[src/rtl/mem_access_ctrl_if.sv]
// Request/acknowledge bus between the MEM-stage access controller and a
// variable-latency data memory.
interface mem_access_ctrl_if;
  localparam int unsigned DATA_W = 32;

  logic              mem_req;
  logic              mem_we;
  logic [DATA_W-1:0] mem_addr;
  logic [DATA_W-1:0] mem_wdata;
  logic              mem_ack;
  logic [DATA_W-1:0] mem_rdata;

  modport master (
    output mem_req,
    output mem_we,
    output mem_addr,
    output mem_wdata,
    input  mem_ack,
    input  mem_rdata
  );

  modport slave (
    input  mem_req,
    input  mem_we,
    input  mem_addr,
    input  mem_wdata,
    output mem_ack,
    output mem_rdata
  );
endinterface

[src/rtl/mem_access_ctrl.sv]
// MEM-stage data-memory sequencer: holds the pipeline during a req/ack access,
// captures load data for WB, and provides watchdog, sticky error and stall count.
module mem_access_ctrl #(
  parameter int unsigned TIMEOUT = 64,
  parameter int unsigned CNT_W   = 32
) (
  input  logic                 clk,
  input  logic                 reset,
  input  logic                 memread_MEM,
  input  logic                 memwrite_MEM,
  input  logic [31:0]          aluresult_MEM,
  input  logic [31:0]          writedata_MEM,
  mem_access_ctrl_if.master    mem,
  output logic [31:0]          readdata_MEM,
  output logic                 stall,
  output logic                 flush_WB,
  output logic                 mem_err,
  output logic [CNT_W-1:0]     stall_cnt
);

  localparam int unsigned WD_W      = 8;
  localparam logic [WD_W-1:0] TIMEOUT_W = WD_W'(TIMEOUT);

  typedef enum logic [1:0] {
    S_IDLE,
    S_WAIT_ACK,
    S_DONE
  } state_t;

  state_t            r_state;
  logic [WD_W-1:0]   r_wd;
  logic [31:0]       r_rdata;
  logic              r_err;
  logic [CNT_W-1:0]  r_stall_cnt;

  logic              w_op;
  logic              w_active;
  logic [WD_W-1:0]   w_wd_inc;
  logic              w_timeout;
  logic [31:0]       w_cap_data;

  // Request is live in the issuing IDLE cycle and throughout WAIT_ACK; reset
  // kills it immediately even while the MEM-stage inputs are still asserted.
  assign w_op       = memread_MEM | memwrite_MEM;
  assign w_active   = !reset && (((r_state == S_IDLE) && w_op) || (r_state == S_WAIT_ACK));
  assign w_wd_inc   = r_wd + WD_W'(1);
  assign w_timeout  = (r_state == S_WAIT_ACK) && !mem.mem_ack && (w_wd_inc == TIMEOUT_W);
  assign w_cap_data = memwrite_MEM ? 32'h0000_0000 : mem.mem_rdata;

  assign mem.mem_req   = w_active;
  assign mem.mem_we    = w_active & memwrite_MEM;
  assign mem.mem_addr  = w_active ? aluresult_MEM : 32'h0000_0000;
  assign mem.mem_wdata = w_active ? writedata_MEM : 32'h0000_0000;

  assign stall        = w_active;
  assign flush_WB     = w_active;
  assign readdata_MEM = r_rdata;
  assign mem_err      = r_err;
  assign stall_cnt    = r_stall_cnt;

  always_ff @(posedge clk or posedge reset) begin
    if (reset) begin
      r_state     <= S_IDLE;
      r_wd        <= '0;
      r_rdata     <= '0;
      r_err       <= 1'b0;
      r_stall_cnt <= '0;
    end else begin
      if (w_active && (r_stall_cnt != {CNT_W{1'b1}})) begin
        r_stall_cnt <= r_stall_cnt + CNT_W'(1);
      end

      case (r_state)
        S_IDLE: begin
          if (w_op) begin
            if (mem.mem_ack) begin
              r_rdata <= w_cap_data;
              r_state <= S_DONE;
            end else begin
              r_state <= S_WAIT_ACK;
            end
          end
        end
        S_WAIT_ACK: begin
          r_wd <= w_wd_inc;
          // Ack wins over a timeout landing in the same cycle.
          if (mem.mem_ack) begin
            r_rdata <= w_cap_data;
            r_state <= S_DONE;
          end else if (w_timeout) begin
            r_err   <= 1'b1;
            r_rdata <= 32'h0000_0000;
            r_state <= S_DONE;
          end
        end
        S_DONE: begin
          r_wd    <= '0;
          r_state <= S_IDLE;
        end
        default: begin
          r_wd    <= '0;
          r_state <= S_IDLE;
        end
      endcase
    end
  end

endmodule
[src/flat_wrapper.sv]
// flat-port wrapper written by rule: the top's interface ports become plain ports
module mem_access_ctrl_flat 
#(
  parameter int unsigned TIMEOUT = 64,
  parameter int unsigned CNT_W   = 32
)
  (clk, reset, memread_MEM, memwrite_MEM, aluresult_MEM, writedata_MEM, readdata_MEM, stall, flush_WB, mem_err, stall_cnt, mem_mem_req, mem_mem_we, mem_mem_addr, mem_mem_wdata, mem_mem_ack, mem_mem_rdata);
  mem_access_ctrl_if mem_i ();
  input  logic clk;
  input  logic reset;
  input  logic memread_MEM;
  input  logic memwrite_MEM;
  input  logic [31:0] aluresult_MEM;
  input  logic [31:0] writedata_MEM;
  output logic [31:0] readdata_MEM;
  output logic stall;
  output logic flush_WB;
  output logic mem_err;
  output logic [CNT_W-1:0] stall_cnt;
  output wire logic [$bits(mem_i.mem_req)-1:0] mem_mem_req;
  output wire logic [$bits(mem_i.mem_we)-1:0] mem_mem_we;
  output wire logic [$bits(mem_i.mem_addr)-1:0] mem_mem_addr;
  output wire logic [$bits(mem_i.mem_wdata)-1:0] mem_mem_wdata;
  input wire logic [$bits(mem_i.mem_ack)-1:0] mem_mem_ack;
  input wire logic [$bits(mem_i.mem_rdata)-1:0] mem_mem_rdata;
  assign mem_mem_req = mem_i.mem_req;
  assign mem_mem_we = mem_i.mem_we;
  assign mem_mem_addr = mem_i.mem_addr;
  assign mem_mem_wdata = mem_i.mem_wdata;
  assign mem_i.mem_ack = mem_mem_ack;
  assign mem_i.mem_rdata = mem_mem_rdata;
  mem_access_ctrl #(.TIMEOUT(TIMEOUT), .CNT_W(CNT_W)) u_core (.clk(clk), .reset(reset), .memread_MEM(memread_MEM), .memwrite_MEM(memwrite_MEM), .aluresult_MEM(aluresult_MEM), .writedata_MEM(writedata_MEM), .mem(mem_i), .readdata_MEM(readdata_MEM), .stall(stall), .flush_WB(flush_WB), .mem_err(mem_err), .stall_cnt(stall_cnt));
endmodule
[config.mk]
export PLATFORM = sky130hd
export DESIGN_NAME = mem_access_ctrl_flat
export DESIGN_NICKNAME = d
export VERILOG_FILES = /design/src/rtl/mem_access_ctrl_if.sv /design/src/rtl/mem_access_ctrl.sv /design/src/flat_wrapper.sv
export SDC_FILE = /design/constraint.sdc
export NUM_CORES = 1
export LEC_CHECK = 0
export BUFFER_PORTS_ARGS = -buffer_cell sky130_fd_sc_hd__buf_2
export CAP_MARGIN = 20
export CORE_MARGIN = 3
export CORE_UTILIZATION = 46
export CTS_BUF_LIST = sky130_fd_sc_hd__clkbuf_16
export DETAILED_ROUTE_END_ITERATION = 10
export MAX_ROUTING_LAYER = met4
export PLACE_DENSITY = 0.86
export SYNTH_ARGS = -nofsm -noshare
export SYNTH_HDL_FRONTEND = slang
export SYNTH_SLANG_ARGS = --single-unit
[constraint.sdc]
create_clock -name clk -period 3.1 [get_ports clk]
set_clock_uncertainty 0.1 [all_clocks]
set_input_delay 0.155 -clock clk [delete_from_list [all_inputs] [get_ports clk]]
set_output_delay 0.155 -clock clk [all_outputs]
set_load 0.005 [all_outputs]
# After elaboration in Yosys (flattened, before gate mapping)
# Cells that the tools add are included.
[word_totals] ff_bits=75 out_inout_bits=133 input_bits=101 wordCells=43
[op_classes] muxes=14 bitwise_logic=3 n_reduce_logical=13 n_eq_ne=6 n_addsub=2
[ops] operator="32-bit two-way mux" count=7
[ops] operator="32-bit one-hot mux with 2 select lines" count=1
[ops] operator="32-bit by 1-bit adder with 32-bit output, second input constant" count=1
[ops] operator="32-bit inequality test, second input constant" count=1
[ops] operator="8-bit one-hot mux with 2 select lines" count=1
[ops] operator="8-bit by 1-bit adder with 8-bit output, second input constant" count=1
[ops] operator="8-bit by 7-bit equality test with 1-bit output, second input constant" count=1
[ops] operator="2-bit two-way mux" count=4
[ops] operator="1-bit logical AND" count=5
[ops] operator="2-bit one-hot mux with 2 select lines" count=1
[ops] operator="4-bit AND reduction" count=1
[ops] operator="3-bit by 2-bit inequality test with 1-bit output, second input constant" count=1
[ops] operator="3-bit AND reduction" count=1
[ops] operator="2-bit by 1-bit equality test with 1-bit output, second input constant" count=1
[ops] operator="1-bit logical NOT" count=2
[ops] operator="2-bit logical NOT" count=1
[ops] operator="2-bit by 1-bit inequality test with 1-bit output, second input constant" count=1
[ops] operator="2-bit inequality test, second input constant" count=1
[ops] operator="2-bit AND reduction" count=1
[ops] operator="2-bit nonzero test" count=1
[ops] operator="1-bit AND" count=1
[ops] operator="1-bit logical OR" count=1
[ops] operator="1-bit NOT" count=1
[ops] operator="1-bit OR" count=1

# Depth between registers and ports, before layout
# Gate-level depths: netlist of run 1.
[depth] depth_word=6 mapped_depth=7 depth_no_buf=6

# Worst setup path after synthesis of run 1
# OpenSTA, ideal clock, no wires.
[synth_timing] path_type="register to register" from="reg u_core.r_stall_cnt[0], in the netlist u_core.stall_cnt[0]" to="reg u_core.r_stall_cnt[30], in the netlist u_core.stall_cnt[30]" synth_period_minus_slack_ns=1.844 t_arrival_ns=1.619 setup_slack_ns=1.256 required_time_ns=2.875 n_path_buf=0 setup_time_ns=0.125 path_stages_with_launch=7 cell_sequence="dfrtp_1 ha_1 nand2_1 nor3_2 and3_1 and3_1 mux2_2"
[synth_via] elab_chain_cells=2 word_cells_on_any_way=3 classes_between="add/sub: 1; eq/ne: 1; reduce/logical: 1"
[synth_rtl] item="start, declared" line="mem_access_ctrl.sv:34" text="logic [CNT_W-1:0] r_stall_cnt;"
[synth_rtl] item="start signal, assigned" line="mem_access_ctrl.sv:70" text="r_stall_cnt <= r_stall_cnt + CNT_W'(1);"
[synth_rtl] item="parallel branches: the longest is 2 deep, another holds 32-bit by 1-bit adder with 32-bit output"
# Several ways; the timed one is not identified.
# A chain may end at the register's enable or synchronous reset.

# Final worst setup path of run 1
[layout_timing] from="reg u_core.r_state[1]" to="reg u_core.r_stall_cnt[27], in the netlist u_core.stall_cnt[27]"
[layout_via] elab_chain_cells=5 word_cells_on_any_way=6 classes_between="eq/ne: 1; reduce/logical: 5"
[layout_rtl] item="start, declared" line="mem_access_ctrl.sv:30" text="state_t r_state;"
[layout_rtl] item="start signal, assigned" line="mem_access_ctrl.sv:63" text="r_state <= S_IDLE;"
[layout_rtl] item="start signal, assigned" line="mem_access_ctrl.sv:78" text="r_state <= S_DONE;"
[layout_rtl] item="start signal, assigned" line="mem_access_ctrl.sv:80" text="r_state <= S_WAIT_ACK;"
[layout_rtl] item="2-bit logical NOT" line="mem_access_ctrl.sv:45" text="assign w_active = !reset && (((r_state == S_IDLE) && w_op) || (r_state == S_WAIT_ACK));"
[layout_rtl] item="1-bit logical AND" line="mem_access_ctrl.sv:45"
[layout_rtl] item="1-bit logical OR *" line="mem_access_ctrl.sv:45"
[layout_rtl] item="1-bit logical AND *" line="mem_access_ctrl.sv:45"
[layout_rtl] item="1-bit logical AND *" line="mem_access_ctrl.sv:69" text="if (w_active && (r_stall_cnt != {CNT_W{1'b1}})) begin"
# Every way passes the cells marked *; elsewhere a longest branch is shown, timed or not.

==> results of run 1 <==
## worst max-delay path: stages (launching register included)
cell and delay, ps:
dfrtp_1 550, or3b_1 460, nor4_4 260, and2_1 380, nand4_1 170, xnor2_1 150
## stage by stage
step | util | power [mW] | hold WS [ps] | instances | area, sq um
6_report | 0.721 | 2.81 | 217 | 711 | 5600
5_1_grt | 0.720 | 2.95 | 237 | 710 | 5600
4_1_cts | 0.720 | 2.83 | 227 | 708 | 5590
3_5_place_dp | 0.635 | 1.69 | 4.36 | 658 | 4930
3_3_place_gp | 0.635 | 1.67 | 0.685 | 658 | 4930
2_1_floorplan | - | 1.42 | 128 | 339 | 3700
## cell usage in the layout, fill, tap and decap left out, types with 13 or more instances in the layout
cell type,count
and2_1,66
a22o_1,29
buf_2,233
dfrtp_1,75
nand3_1,26
xnor2_1,30
and3_1,13
dlygate4sd3_1,34
nor2_1,13
## flip-flops by register name (all words and copies together) (netlist names)
name and count:
u_core.stall_cnt 32, u_core.r_state 2, u_core.mem_err 1, u_core.readdata_MEM 32, u_core.r_wd 8
## power by group
part / switching (mW) / internal (mW) / total (mW)
clock network: 0.395 / 0.701 / 1.10
registers: 0.101 / 1.08 / 1.18
logic: 0.243 / 0.292 / 0.535
## final cells by class
class	count	area (sq um)
repair buffers	273	1550
diodes	3	7.51
flip-flops and latches	75	1880
multi-input cells	239	1710
fillers	552	2170
well taps	102	128
inverters	3	11.3
clock buffers	9	225
clock inverters	7	92.6
## path summary, 6_finish.rpt
check	start	end	slack, ps	cells after the start
worst max-delay path	u_core.r_state[1]	u_core.stall_cnt[27]	900	5
max in group asynchronous	reset	u_core.readdata_MEM[3]	1920	4
worst min register to register	u_core.mem_err	u_core.mem_err	380	1
worst max register to register	u_core.r_state[1]	u_core.stall_cnt[27]	900	5
min in group clk	memwrite_MEM	u_core.r_state[0]	280	3
worst min-delay path	reset	u_core.r_wd[1]	220	3
## logic make-up after synthesis
family                     Yosys count  share of synthesized area
adders and majority gates            2                    0.00676
AOI/OAI and AO/OA                   38                     0.0936
and+or+nand+nor                    160                      0.262
xor gates and xnor gates            35                     0.0828
buffers and inverters               25                     0.0362
DFF                                 75                      0.507
muxes                                4                     0.0115
## timing repair
item                                    in CTS  in global routing
gates resized for setup                      0                  0
hold buffers                                34                  0
endpoints found under the hold margin       66                  0
endpoints found under the setup margin       0                  0
buffers inserted                             0                  0
## cell usage after synthesis (2+ instances only)
| cell type | n | area, sq um |
|---|---|---|
| buf_2 | 5 | 25.0 |
| xor2_1 | 5 | 43.8 |
| inv_1 | 3 | 11.3 |
| and3_1 | 13 | 81.3 |
| a22o_1 | 29 | 254 |
| clkbuf_1 | 11 | 41.3 |
| xnor2_1 | 30 | 263 |
| buf_4 | 3 | 22.5 |
| ha_1 | 2 | 25.0 |
| a21oi_1 | 2 | 10.0 |
| a22o_2 | 3 | 30.0 |
| nand4_1 | 11 | 68.8 |
| and4_1 | 2 | 17.5 |
| nor2_1 | 13 | 48.8 |
| dfrtp_1 | 75 | 1880 |
| nor3_1 | 3 | 15.0 |
| nand3_1 | 26 | 130 |
| nand2_1 | 11 | 41.3 |
| buf_6 | 3 | 33.8 |
| mux2_2 | 2 | 22.5 |
| mux2i_1 | 2 | 20.0 |
| and2_1 | 66 | 413 |
## routing by layer
metal	up-vias	share of wire	wire [um]	global-route usage
li1	1700	-	-	-
met1	1743	0.37	4490	0.291
met2	172	0.54	6620	0.482
met3	19	0.071	872	0.0727
met4	0	0.019	238	0.0948
met5	-	0	0	-
==> summary.md, run 1 <==
| Metric | Value |
|---|---|
| Status | finished, final reports clean |
| Iteration-0 DRC Markers | 141 |
| CP required | 3220 ps |
| Via count | ~3600 |
| Max-Slew Margin vs Limit | 0.471 |
| Die ar. | roughly 0.009 sq mm |
| Gpl congestion | 0.852 |
| First-pass GRT wire length | 18200 um |
| TNS Setup | 0 ps |
| PD cells | between 500 and 600 mW/mm^2 |
| DP Worst Slack | between 900 and 1000 ps |
| Max Cap Viol | 0 |
| Avg Inst Size Synth | 10.9 sq um |
| Flops & latches, synth | 75 |
| Worst setup margin | between 900 and 1000 ps |
| Async SR Flop Fraction | 1.00 |
| Layout cells sized above 1 | 0.449 |
| DR WL/cell | 17.2 um |
| Reg clk slew, reported paths | 50 ps |
| RSZ-0062 raised after global routing | no |
| Crit Path Class | reg -> reg |
| Final setup fails | 0 |
| # rows | 32 |
| Synth unique cells | between 40 and 50 |
| Clk buf depth | 2 |
| Largest net degree at the start of global routing | between 40 and 50 |
| Hold Crit Class | in -> async |
| Tmin final | 2200 ps |
| Global-route total usage across every layer | 0.271 |
| Fmax achieved | 455 MHz |
| WP data arrival | 2320 ps |
| Ys Warns | 0 |
| Clk Tree Root Cell | clkbuf_16 |
| Starting Density | 0.477 |
| First-pass detailed-route iteration total | 5 |
| CTS sink cnt | 75 |
| Remaining antenna violation count | 0 |
| Max-slew violations | 0 |
| Worst-Skew Late Latency | 330 ps |
| Port Buffers | around 230 |
| LEAKAGE | 3.04 nW |
| Top_reg_cell synth | dfrtp_1 |
| Htree depth | 3 |
| Inserted Clock Buffers | 9 |
| Syn nets | 442 |
| Final Cycle Share | 0.709 |
| Grt total ovfl | 0 |
| Max VDD drop | 0.263 mV |
| Nets | 704 |
| Critical Path Sink Type | register |
| Hpwl dp | 8490 um |
| Ports | 234 |
| Post-synthesis sequential area ratio | 0.507 |
| Layout overhead on the synthesized area | 51.2% |
| Number of global-route vias before repair | 3560 |
| Die W | 95.7 um |
| Die H | 95.7 um |
| DRC Markers | 0 |
| Hold Vio Cnt, Final | 0 |
| Worst-margin pin slew | ~790 ps |
| Mapped Area | around 0.0037 sq mm |
| Via/cell ratio | just over 5 |
| Core area | a little under 0.008 sq mm |
| Initial antenna violation count | 2 |
| EDFF count, synth | 0 |
| Startpoint types | register |
| CTS tree | yes |
| CP max FO | 14 |
| Routed wire length | 12200 um |
| Cells after synthesis | 339 |
Power figures use the tool's default switching activity.
==> run 2, diff against run 1 <==
- CORE_UTILIZATION: 46 -> 39
- PLACE_DENSITY: 0.86 -> 0.77
- clock period: 3.1 -> 1.8 ns (I/O delays scaled with it)
==> run 2 against run 1 <==
Net effect: the run now ends with setup timing left; core utilization is 0.67 points higher; clock power is 60% higher; sequential share of layout area is 4.8 points lower.
==> summary.md, run 2 (synthesized netlist as in run 1, its figures left out) <==
| Metric | Value |
|---|---|
| Status | complete, but fails checks (was finished, final reports clean) |
| Failing checks | setup timing |
| Htree depth | 3 (unchanged) |
| Fillers | 623 (was 552) |
| Largest net degree at the start of global routing | 47 (was 44) |
| TNS Setup | -3130 ps (was 0 ps) |
| Layout overhead on the synthesized area | 76.3% (was 51.2%) |
| Core area | 0.00898 sq mm (was 0.00777 sq mm) |
| CP required | 1900 ps (was 3220 ps) |
| Die ar. | 0.0107 sq mm (was 0.00916 sq mm) |
| Max-Slew Margin vs Limit | 0.587 (was 0.471) |
| WP data arrival | 1970 ps (was 2320 ps) |
| Reg clk slew, reported paths | 60 ps (was 50 ps) |
| Remaining antenna violation count | 0 (unchanged) |
| Max VDD drop | 0.514 mV (was 0.263 mV) |
| DR WL/cell | 17.7 um (was 17.2 um) |
| Dpl cells | 729 (was 658) |
| LEAKAGE | 3.53 nW (was 3.04 nW) |
| Port Buffers | 233 (unchanged) |
| Routed wire length | 14300 um (was 12200 um) |
| First-pass detailed-route iteration total | 5 (unchanged) |
| Final setup fails | 86 (was 0) |
| Inserted Clock Buffers | 9 (unchanged) |
| Grt met2 use | 0.487 (was 0.482) |
| Hold EP | u_core.r_state[0] |
| Hpwl dp | 9050 um (was 8490 um) |
| Max Cap Viol | 0 (unchanged) |
| Critical Path Sink Type | register (unchanged) |
| Global-route total usage across every layer | 0.259 (was 0.271) |
| RSZ-0062 raised after global routing | yes (was no) |
| Final Cycle Share | 1.04 (was 0.709) |
| Crit Path Class | reg -> reg (unchanged) |
| Non-filler cells, final | 807 (was 711) |
| Nets | 778 (was 704) |
| Via count | 4046 (was 3634) |
| Worst-margin pin slew | 617 ps (was 791 ps) |
| Number of global-route vias before repair | 4249 (was 3560) |
| Reg-to-reg endpoint | u_core.stall_cnt[30] (was u_core.stall_cnt[27]) |
| Hold Crit Class | in -> reg (was in -> async) |
| Hold path start | memwrite_MEM |
| Via/cell ratio | 5.01 (was 5.11) |
| Layout cells sized above 1 | 0.549 (was 0.449) |
| PD cells | 768 mW/mm^2 (was 503 mW/mm^2) |
| Commonest non-fill, non-tap cell in the layout | buf_2 (unchanged) |
| Worst setup margin | -68.3 ps (was 902 ps) |
| Iteration-0 DRC Markers | 153 (was 141) |
| Starting Density | 0.412 (was 0.477) |
| Clk buf depth | 2 (unchanged) |
| Worst-Skew Late Latency | 320 ps (was 330 ps) |
| Met3 usage | 0.0584 (was 0.0727) |
| Worst R2R Start | u_core.r_state[1] (unchanged) |
| CTS sink cnt | 75 (unchanged) |
| Max-slew violations | 0 (unchanged) |
| Clk Tree Root Cell | clkbuf_16 (unchanged) |
| Die H | 103 um (was 95.7 um) |
| Hold Vio Cnt, Final | 0 (unchanged) |
| First-pass GRT wire length | 20700 um (was 18200 um) |
| Die W | 103 um (was 95.7 um) |
| Gpl congestion | 0.876 (was 0.852) |
| Tmin final | 1870 ps (was 2200 ps) |
| Reg2Reg Setup Slack | -70 ps (was 900 ps) |
| Initial antenna violation count | 1 (was 2) |
| Ports | 234 (unchanged) |
| # rows | 34 (was 32) |
| GR peak layer | met2 (unchanged) |
| CTS tree | yes (unchanged) |
| Fmax achieved | 535 MHz (was 455 MHz) |
| Startpoint types | register (unchanged) |
| DRC Markers | 0 (unchanged) |
| Hold depth | 4 |
| Commonest cells after routing, fill and taps aside | buf_2, dfrtp_1, and2_1, buf_4, dlygate4sd3_1 (was buf_2, dfrtp_1, and2_1, dlygate4sd3_1, xnor2_1) |
| Worst r2r path cells | 7 (was 5) |
| Grt total ovfl | 0 (unchanged) |
| CP max FO | 3 (was 14) |
| Met1 global-route usage | 0.263 (was 0.291) |
| Hold WS | 260 ps (was 217 ps) |
-- run 2: changes by cell type in the layout (fill, tap and decap cells not counted), sizes merged --
cell | before | now
o21bai | 1 | 5
clkbuf | 9 | 12
clkinvlp | 2 | 3
buf | 239 | 306
diode | 3 | 1
bufinv | 2 | 1
-- run 2: worst max-delay path by stage --
| stage | slack, ps | endpoint | cells past startpoint | startpoint |
|---|---|---|---|---|
| 2_1_floorplan | 10 | u_core.stall_cnt[30] | 5 | u_core.stall_cnt[3] |
| 3_3_place_gp | -70 | u_core.readdata_MEM[30] | 4 | u_core.r_state[0] |
| 3_5_place_dp | -150 | u_core.readdata_MEM[28] | 4 | u_core.r_state[0] |
| 4_1_cts | -80 | mem_mem_addr[2] | 6 | u_core.r_state[1] |
| 5_1_grt | -150 | mem_mem_wdata[15] | 6 | u_core.r_state[1] |
| 6_report | -70 | u_core.stall_cnt[30] | 7 | u_core.r_state[1] |
-- run 2: critical path, stage by stage, from the launching register on --
cell and delay, ps:
dfrtp_1 390, buf_6 130, nor3_4 230, buf_4 160, buf_6 100, and3_1 160
and3_4 180, mux2_4 300
-- run 2: cell type report --
class | count | area (sq um) | share of cell area
sequential | 75 | 1880 | 0.287
inverter | 3 | 15.0 | 0.00230
timing repair buffer | 343 | 2250 | 0.344
antenna | 1 | 2.50 | 0.000383
clock inverter | 7 | 67.6 | 0.0103
multi-input combinational | 243 | 1940 | 0.297
tap | 126 | 158 | 0.0241
clock buffer | 9 | 225 | 0.0345
-- run 2: power by group --
part,total [mW],switching [mW],internal (mW)
clock,1.76,0.697,1.07
combinational,1.27,0.546,0.720
sequential,1.98,0.123,1.86
-- run 2: stage by stage --
step                      area (sq um)  setup slack (ps)  power (mW)  utilization
after global routing              6530              -147        5.26        0.727
after CTS                         6220             -80.6        4.96        0.693
after floorplan                   3710              12.2        2.45            -
after detailed placement          5340              -150        3.02        0.595
after global placement            5340             -72.6        2.99        0.595
final                             6530             -68.3        5.01        0.727
-- run 2: per-layer routing --
layer  vias up  wire [um]
met5         -          0
met2       203       8030
met3        25        839
met4         0        311
li1       1860          -
met1      1958       5130
-- run 2: repair_timing --
item / 4_1_cts / 5_1_grt
resized for setup: 17 / 39
hold endpoints to repair: 108 / 0
buffers inserted: 13 / 9
pin swaps: 12 / 30
hold buffers: 34 / 0
setup endpoints to repair: 126 / 131
gates cloned: 6 / 3
==> run 3, diff against run 2 <==
- CORE_UTILIZATION: 39 -> 46
- PLACE_DENSITY: 0.77 -> 0.86
- RECOVER_POWER: default -> 25
- clock period: 1.8 -> 2.3 ns (I/O delays scaled with it)
==> run 3 against run 2 <==
Net effect: the flow now finishes without violations; setup slack better by 230 ps; first-iteration DRC count down 35%; clock power down 16%; design area decreased by 15%; register-to-register slack improved by 290 ps; combinational power is 45% lower; final cell count fell by 11%; sequential power fell by 20%; via count down 9.4%; global-route usage is 0.94 points higher; routed wire length shrank 15%; sequential share of layout area is 4.9 points higher; largest cell class is now sequential cells; largest power group unchanged.
==> summary.md, run 3 (synthesized netlist as in run 1, its figures left out) <==
| Metric | Value |
|---|---|
| Status | finished, final reports clean (was complete, but fails checks) |
| Commonest non-fill, non-tap cell in the layout | buf_2 (unchanged) |
| Ports | 234 (unchanged) |
| Htree depth | 3 (unchanged) |
| Hpwl dp | 8460 um (was 9050 um) |
| Nets | 706 (was 778) |
| CP required | 2410 ps (was 1900 ps) |
| First-pass detailed-route iteration total | 4 (was 5) |
| Worst-Skew Late Latency | 330 ps (was 320 ps) |
| Number of global-route vias before repair | 3679 (was 4249) |
| TNS Setup | 0 ps (was -3130 ps) |
| Worst-margin pin slew | 1260 ps (was 617 ps) |
| Non-filler cells, final | 715 (was 807) |
| DRC Markers | 0 (unchanged) |
| Sequential Area | 0.00188 sq mm (unchanged) |
| Final Cycle Share | 0.928 |
| CTS sink cnt | 75 (unchanged) |
| CP max FO | 8 (was 3) |
| Max Cap Viol | 0 (unchanged) |
| Routed wire length | 12100 um (was 14300 um) |
| Commonest cells after routing, fill and taps aside | buf_2, dfrtp_1, and2_1, clkbuf_1, dlygate4sd3_1 (was buf_2, dfrtp_1, and2_1, buf_4, dlygate4sd3_1) |
| Die ar. | 0.00916 sq mm (was 0.0107 sq mm) |
| Met3 Wirelength | 788 um (was 839 um) |
| Max VDD drop | 0.357 mV (was 0.514 mV) |
| Reg2Reg Setup Slack | 220 ps (was -70 ps) |
| Hold Crit Class | in -> reg (unchanged) |
| Clk buf depth | 2 (unchanged) |
| Startpoint types | input pin (was register) |
| Fmax achieved | 468 MHz |
| Hold EP | u_core.r_state[0] (unchanged) |
| Remaining antenna violation count | 0 (unchanged) |
| Critical Path Sink Type | register (unchanged) |
| Post-CTS setup buffers | 0 (was 13) |
| Met1 wire length | 4500 um (was 5130 um) |
| Hold depth | 3 (was 4) |
| LEAKAGE | 2.85 nW (was 3.53 nW) |
| Largest net degree at the start of global routing | 43 (was 47) |
| Gpl congestion | 0.898 (was 0.876) |
| WP data arrival | 2240 ps (was 1970 ps) |
| Die W | 95.7 um (was 103 um) |
| First-pass GRT wire length | 18100 um (was 20700 um) |
| Layout cells sized above 1 | 0.357 (was 0.549) |
| Grt total ovfl | 0 (unchanged) |
| Dpl cells | 660 (was 729) |
| Max-slew violations | 0 (unchanged) |
| RSZ-0062 raised after global routing | no (was yes) |
| Area of the multi-input gates | 0.00171 sq mm (was 0.00194 sq mm) |
| Clk Tree Root Cell | clkbuf_16 (unchanged) |
| DR WL/cell | 16.9 um (was 17.7 um) |
| Starting Density | 0.477 (was 0.412) |
| Hold Vio Cnt, Final | 0 (unchanged) |
| Inserted Clock Buffers | 9 (unchanged) |
| Met2 wire len | 6690 um (was 8030 um) |
| PD cells | 676 mW/mm^2 (was 768 mW/mm^2) |
| Core area | 0.00777 sq mm (was 0.00898 sq mm) |
| Worst R2R Start | u_core.r_state[0] (was u_core.r_state[1]) |
| Via/cell ratio | 5.13 (was 5.01) |
| Initial antenna violation count | 3 (was 1) |
| Highest routed layer | met4 (unchanged) |
| Max-Slew Margin vs Limit | 0.161 (was 0.587) |
| Worst r2r path cells | 4 (was 7) |
| Die H | 95.7 um (was 103 um) |
| Layout overhead on the synthesized area | 50.5% (was 76.3%) |
| Port Buffers | 233 (unchanged) |
| Via count | 3665 (was 4046) |
| Final setup fails | 0 (was 86) |
| Reg-to-reg endpoint | u_core.readdata_MEM[15] (was u_core.stall_cnt[30]) |
| Fillers | 574 (was 623) |
| Hold path start | memread_MEM (was memwrite_MEM) |
| Global-route total usage across every layer | 0.269 (was 0.259) |
| Reg clk slew, reported paths | 60 ps (about the same) |
| Tmin final | 2140 ps |
| CTS tree | yes (unchanged) |
| # rows | 32 (was 34) |
| Crit Path Class | in -> reg (was reg -> reg) |
| Iteration-0 DRC Markers | 99 (was 153) |
| Hold WS | 214 ps (was 260 ps) |
[run 3: stage by stage]
| step | total power [mW] | utilization | area [sq um] | worst slack (ps) |
|---|---|---|---|---|
| 2_1_floorplan | 1.92 | - | 3700 | 175 |
| 3_3_place_gp | 2.26 | 0.639 | 4960 | 330 |
| 3_5_place_dp | 2.28 | 0.639 | 4960 | 267 |
| 4_1_cts | 3.81 | 0.723 | 5620 | 99.4 |
| 5_1_grt | 3.96 | 0.717 | 5570 | 70.2 |
| 6_report | 3.76 | 0.717 | 5570 | 165 |
[run 3: final cells by class]
class                   instances  area share
flip-flops and latches         75       0.337
repair buffers                275       0.272
inverters                       3     0.00202
multi-input cells             239       0.307
diodes                          5     0.00225
well taps                     102      0.0229
clock inverters                 7      0.0168
clock buffers                   9      0.0404
[run 3: critical path: stages]
cell and delay, ps:
dlygate4sd3_1 540, clkbuf_1 150, or3b_1 440, nor4_4 290, and2_1 380, nand3_1 170, xnor2_1 160
[run 3: how the worst max path moves through the flow]
stage                       from                 endpoint  slack (ps)
6_report                   reset     u_core.stall_cnt[19]         160
3_5_place_dp      u_core.r_wd[4]  u_core.readdata_MEM[28]         270
2_1_floorplan              reset           u_core.mem_err         180
3_3_place_gp      u_core.r_wd[3]  u_core.readdata_MEM[29]         330
5_1_grt        u_core.r_state[0]         mem_mem_addr[28]          70
4_1_cts        u_core.r_state[0]               mem_mem_we         100
[run 3: report_power, final]
part | internal [mW] | total [mW] | switching (mW) | leakage [nW]
Clock | 0.947 | 1.47 | 0.528 | 0.157
Combinational | 0.371 | 0.701 | 0.331 | 1.69
Sequential | 1.46 | 1.59 | 0.132 | 1.01
[run 3: metal layers]
metal	vias up	GRT usage
met5	-	-
met4	0	0.0924
met3	10	0.0563
met2	178	0.481
met1	1766	0.296
li1	1711	-
[run 3: timing repair]
action                     4_1_cts  5_1_grt
hold buffers                    34        0
setup endpoints to repair        0       40
gates resized for setup          0        2
hold endpoints to repair        66        0
